**config.mk**
```make
export PLATFORM = sky130hd
export DESIGN_NAME = pong_score
export DESIGN_NICKNAME = d
export VERILOG_FILES = /design/src/rtl/pong_score.sv
export SDC_FILE = /design/constraint.sdc
export NUM_CORES = 1
export LEC_CHECK = 0
export ABC_AREA = 1
export BUFFER_PORTS_ARGS = -buffer_cell sky130_fd_sc_hd__buf_2
export CAP_MARGIN = 40
export CORE_UTILIZATION = 25
export CTS_BUF_LIST = sky130_fd_sc_hd__clkbuf_8
export DETAILED_ROUTE_END_ITERATION = 8
export GPL_TIMING_DRIVEN = 0
export PLACE_DENSITY = 0.52
export SYNTH_ARGS = -nofsm -noshare
export SYNTH_HDL_FRONTEND = slang
export SYNTH_SLANG_ARGS = --single-unit
export TNS_END_PERCENT = 100
```
**constraint.sdc**
```tcl
create_clock -name clk -period 3 [get_ports clk]
set_input_delay 0.3 -clock clk [delete_from_list [all_inputs] [get_ports clk]]
set_output_delay 0.3 -clock clk [all_outputs]
set_load 0.01 [all_outputs]
```
**src/rtl/pong_score.sv**
```systemverilog
// pong_score: edge-detected point/start events drive BCD scores, post-point hold timer and match-over state
module pong_score #(
  parameter int WIN_SCORE   = 5,
  parameter int HOLD_CYCLES = 100_000_000
) (
  input  logic       clk,
  input  logic       reset,
  input  logic       p1_point,
  input  logic       p2_point,
  input  logic       start,
  output logic [3:0] dig1,
  output logic [3:0] dig0,
  output logic       play,
  output logic       game_over,
  output logic       winner
);
  localparam int TW = $clog2(HOLD_CYCLES + 1);
  localparam logic [3:0] WIN = 4'(WIN_SCORE);
  localparam logic [TW-1:0] HLOAD = TW'(HOLD_CYCLES - 1);
  typedef enum logic [1:0] {IDLE, PLAY, HOLD, OVER} state_t;
  state_t state, state_n;
  logic [TW-1:0] tmr, tmr_n;
  logic [3:0] dig1_n, dig0_n;
  logic winner_n, p1_prev, p2_prev, start_prev;
  logic p1_ev, p2_ev, start_ev;
  assign p1_ev = p1_point & ~p1_prev;
  assign p2_ev = p2_point & ~p2_prev;
  assign start_ev = start & ~start_prev;
  assign play = state == PLAY;
  assign game_over = state == OVER;
  always_comb begin
    state_n = state;
    tmr_n = tmr;
    dig1_n = dig1;
    dig0_n = dig0;
    winner_n = winner;
    case (state)
      IDLE: state_n = start_ev ? PLAY : IDLE;
      PLAY:
        if (p1_ev ^ p2_ev) begin
          dig1_n = p1_ev ? dig1 + 4'd1 : dig1;
          dig0_n = p2_ev ? dig0 + 4'd1 : dig0;
          if ((p1_ev ? dig1_n : dig0_n) == WIN) begin
            state_n = OVER;
            winner_n = p2_ev;
          end else begin
            state_n = HOLD;
            tmr_n = HLOAD;
          end
        end
      HOLD: begin
        state_n = tmr == '0 ? PLAY : HOLD;
        tmr_n = tmr - TW'(1);
      end
      OVER:
        if (start_ev) begin
          state_n = PLAY;
          dig1_n = '0;
          dig0_n = '0;
        end
      default: state_n = IDLE;
    endcase
  end
  always_ff @(posedge clk) begin
    if (reset) begin
      state <= IDLE;
      tmr <= '0;
      dig1 <= '0;
      dig0 <= '0;
      winner <= 1'b0;
      p1_prev <= 1'b0;
      p2_prev <= 1'b0;
      start_prev <= 1'b0;
    end else begin
      state <= state_n;
      tmr <= tmr_n;
      dig1 <= dig1_n;
      dig0 <= dig0_n;
      winner <= winner_n;
      p1_prev <= p1_point;
      p2_prev <= p2_point;
      start_prev <= start;
    end
  end
endmodule

```
Word level (Yosys, flattened, before mapping) --
Index checks and enable logic that the tools add are counted. W data, S select, Z words.
Cells by class: bitwise operators 7, reduce and logical (&&, ||, !) cells 8, divide/modulo/power cells 0, add/subtract/negate cells 3, shifts and indexed selects 0, magnitude comparators 0, equal/unequal tests 7, multiply operators 0, muxes and demuxes 17
Operators with widths (number):
- $mux W27 | 2
- $pmux W27 S2 | 1
- $logic_not A27 Y1 | 1
- $sub A27 B1 Y27 const B | 1
- $mux W4 | 6
- $pmux W4 S2 | 2
- $reduce_and A3 Y1 | 3
- $add A4 B1 Y4 const B | 2
- $pmux W2 S4 | 1
- $mux W2 | 3
- $eq A2 B2 Y1 const B | 2
- $eq A4 B3 Y1 const B | 1
- $ne A2 B1 Y1 const B | 2
- $reduce_bool A2 Y1 | 2
- $and A1 B1 Y1 | 3
- $not A1 Y1 | 3
- $eq A2 B1 Y1 const B | 1
- $logic_not A2 Y1 | 1
- $mux W1 | 2
- $ne A2 B2 Y1 const B | 1
- $reduce_and A2 Y1 | 1
- $xor A1 B1 Y1 | 1
Word-level totals: logic and storage cells 50, bits in writable memories 0, latch bits 0, register bits 41, memories kept 0, memory bits (read-only) 0

Logic depth before layout (Yosys ltp) --
word-level depth 8, depth in mapped cells 13, depth with buffers taken out 13

Worst setup path before layout --
OpenSTA, ideal clock, no wires.
path kind register to register, start point reg dig0[1], end point reg tmr[12], period minus slack after synthesis 1.654 ns, arrival 1.583 ns, buffers on the path 1, setup slack 1.346 ns, stages on the path, launching flop included 12, cell sequence dfxtp_1 -> ha_1 -> nand3_1 -> nand2_1 -> nor2_1 -> nand3_1 -> nand2_2 -> nand3_4 -> nand2_4 -> buf_6 -> nand2_1 -> a21oi_1
Between the ends: longest elaborated chain between the ends 6
RTL lines:
- start, declared | line 12 | output logic [3:0] dig0,
- start signal, assigned | line 78 | dig0 <= dig0_n;
- $add A4 B1 Y4 | line 42 | dig0_n = p2_ev ? dig0 + 4'd1 : dig0;
- $mux W4 * | line 42
- $mux W4 * | line 43 | if ((p1_ev ? dig1_n : dig0_n) == WIN) begin
- $eq A4 B3 Y1 * | line 43
- $ne A2 B2 Y1 (no source line) *
- $reduce_and A3 Y1 (no source line) *
- end signal, assigned | line 76 | tmr <= tmr_n;
- end, declared | line 22 | logic [TW-1:0] tmr, tmr_n;
Every way passes the cells marked *; elsewhere a longest branch is shown, timed or not. A chain may end at the register's enable or synchronous reset.

Final worst setup path --
start point reg dig0[1], end point reg tmr[22]
The elaborated chain is that of the path after synthesis.

==> run_results.csv <==
group,metric,value,unit
outcome,status,"completed",
critical_path,timing.rr.start,"dig0[1]",
detailed_routing,drtAntennaViolNets,0,
logic_synthesis,syn_nets,432,
clock_tree,cts_tree,"built",
sta,slew_violations,0,
detailed_routing,via_per_inst,4.64,
floorplanning,die_area,0.0109,mm2
detailed_routing,detail_route.first_pass.iterations,4,
critical_path,path_cells,"ha_1 -> nand3_1 -> nand2_1 -> nor2_1 -> nand3_1 -> nand2_2 -> nand3_4 -> nand2_4 -> buf_6 -> nand2_1 -> a21oi_1",
critical_path,start_kind,"flop",
critical_path,critPathArrivalTime,2.17,ns
place,dp_hpwl,5500,um
final_layout,finalInstanceArea,0.00296,mm2
sta,hold_viol_final,0,
critical_path,crit_fanout,10,
place,place_area,0.00285,mm2
logic_synthesis,synth.avg_cell_area,6.18,um2
logic_synthesis,synth_common_cells,"113 x nand2_1, 64 x nand3_1, 60 x nor2_1, 41 x dfxtp_1",
place,io_buffers,14,
critical_path,endpoint,"tmr[22]",
logic_synthesis,synthesis.area,0.00262,mm2
floorplanning,die_h,104,um
global_routing,grt_max_degree,14,
critical_path,cp_data_required_time,3.22,ns
clock_tree,clk_pin_slew_worst_paths,0.09,ns
sta,skew,0.00580,ns
place,dp.cells,570,
sta,grt_setup_unrepaired,"false",
critical_path,crit_type,"reg -> reg",
clock_tree,cts_resized,0,
critical_path,slowest_delay,0.43,ns
global_routing,grt_pass1_vias,2549,
detailed_routing,wl_per_cell,12.5,um
global_routing,grt-ovfl-total,0,
sta,maxSlewHeadroom,0.586,
critical_path,ff2ff_path_depth,11,
logic_synthesis,yosysTopAreaCell,"dfxtp_1",
clock_tree,cts_buffer_depth,2,
clock_tree,cts_buffers,5,
final_layout,n_antenna_cell,0,
logic_synthesis,synthTopCellsByArea,"dfxtp_1 31%, nand2_1 16%, nand3_1 12%",
detailed_routing,wl,7230,um
detailed_routing,drt_iter0_drc,133,
global_routing,antenna_found_initial,0,
place,finalWeightedCongestion,0.847,
logic_synthesis,synth_top_area_share,0.314,
critical_path,r2r_slack,1.05,ns
floorplanning,num_rows,36,
critical_path,worstSetupPathDepth,11,
global_routing,grt_usage,0.140,
clock_tree,clock-root-buffer,"clkbuf_8",
critical_path,startpoint,"dig0[1]",
critical_path,critical_path.slowest_cell,"dfxtp_1",
logic_synthesis,yosys_warnings,0,
final_layout,final_cells,578,
clock_tree,clk_latency,0.30,ns
clock_tree,cts-htree-levels,2,
final_layout,nets,453,
clock_tree,ctsHoldBuffers,0,
final_layout,nFillCells,1119,
detailed_routing,num_vias,2681,
logic_synthesis,seq_area_frac_synth,0.314,
critical_path,crit_buf_inv,1,
critical_path,cp-end-kind,"flop",
logic_synthesis,synthCells,423,
logic_synthesis,ys_ff_latch,41,
logic_synthesis,synthFlopType,"dfxtp_1",
clock_tree,postCtsSetupRepairBufs,0,
global_routing,grt_pass1_wl,12300,um
clock_tree,clock-sinks,41,
pwr,powerDensity,697,mW/mm2
logic_synthesis,synth_cell_types,29,
sta,finalSetupTns,0,ns
detailed_routing,drc,0,
floorplanning,boundaryPins,16,
sta,fin_crit,1.95,ns
logic_synthesis,synth.most_common_cell,"nand2_1",
final_layout,layout-drive-gt1-share,0.133,
final_layout,syn_to_final_growth,13.3,%
floorplanning,start_util,0.263,
critical_path,critical_path.top_delay_family,"simple AND/OR/NAND/NOR gates",
floorplanning,die_x,104,um
sta,max_clock_freq,514,MHz
sta,tightest_slew,0.621,ns
logic_synthesis,synth_edf_count,0,
pwr,power_leakage,1.26,nW
sta,setup_viol,0,
critical_path,r2r_end,"tmr[22]",
floorplanning,core,0.00995,mm2
flow_run,cap_viol_max_count,0,
pwr,ir_drop,0.253,mV
logic_synthesis,synthArstFlopShare,0,
sta,fin_crit_sh,0.649,
hold_path,hp-class,"in -> reg",
==> cell usage in the layout (no fill, tap or decap), types with 4 or more instances in the layout <==
cell / n
or2_2: 12
ha_1: 4
o21ai_0: 8
buf_2: 17
nor2_1: 60
a21oi_1: 34
nand2_2: 4
inv_1: 35
nand4_1: 9
nand3_1: 64
clkbuf_8: 5
inv_2: 7
nand2_1: 113
clkbuf_1: 5
dfxtp_1: 41
==> sequential cells by signal (all words and copies together), names as in the netlist <==
register	flops
p2_prev	1
p1_prev	1
dig1	4
dig0	4
winner	1
state	2
start_prev	1
tmr	27
==> metrics by stage <==
| stage | total power [W] | setup WS [ns] | hold WS [ns] | util |
|---|---|---|---|---|
| 5_1_grt | 0.00225 | 0.862 | 0.230 | 0.298 |
| 6_report | 0.00206 | 1.05 | 0.235 | 0.298 |
| 2_1_floorplan | 0.00139 | 1.35 | 0.407 | - |
| 3_3_place_gp | 0.00160 | 1.07 | 0.462 | 0.286 |
| 3_5_place_dp | 0.00161 | 1.07 | 0.471 | 0.286 |
| 4_1_cts | 0.00207 | 1.05 | 0.231 | 0.298 |
==> power by group <==
| part | internal [W] | switching (W) | leakage, nW |
|---|---|---|---|
| logic | 0.000330 | 0.000602 | 0.864 |
| clock network | 0.000247 | 0.000212 | 0.0595 |
| registers | 0.000604 | 0.0000701 | 0.334 |
| total | 0.00118 | 0.000883 | 1.26 |
==> layout make-up <==
cell class | count | area (um2) | area share
Sequential cell | 41 | 821 | 0.277
Inverter | 41 | 154 | 0.0519
Multi-Input combinational cell | 331 | 1580 | 0.535
Buffer | 10 | 56.3 | 0.0190
Clock inverter | 3 | 42.5 | 0.0144
Tap cell | 133 | 166 | 0.0562
Timing Repair Buffer | 14 | 70.1 | 0.0236
Clock buffer | 5 | 68.8 | 0.0232
==> cells by family after synthesis <==
logic type | synth area share
simple gates | 0.484
buf+inv | 0.0804
compound gates | 0.103
flops | 0.314
fa+ha+maj | 0.0191
==> worst min-delay path, delay by kind of cell <==
kind / cells / cell delay, ns
buffers and inverters: 2 / 0.17
and+or+nand+nor: 1 / 0.03
==> layer usage <==
metal  GRT usage  wire length (um)
met1       0.189              3610
met2       0.226              3300
met3      0.0263               278
met4      0.0398                48
met5           0                 0
==> how the worst min path moves through the flow <==
stage	startpoint	end	slack (ns)	cells past startpoint
after floorplan	p1_point	p1_prev	0.41	2
after global placement	tmr[26]	tmr[26]	0.46	2
after detailed placement	tmr[25]	tmr[25]	0.47	2
after CTS	p1_point	p1_prev	0.23	3
after global routing	p1_point	p1_prev	0.23	3
final	p1_point	p1_prev	0.24	3
Power figures use the tool's default switching activity.
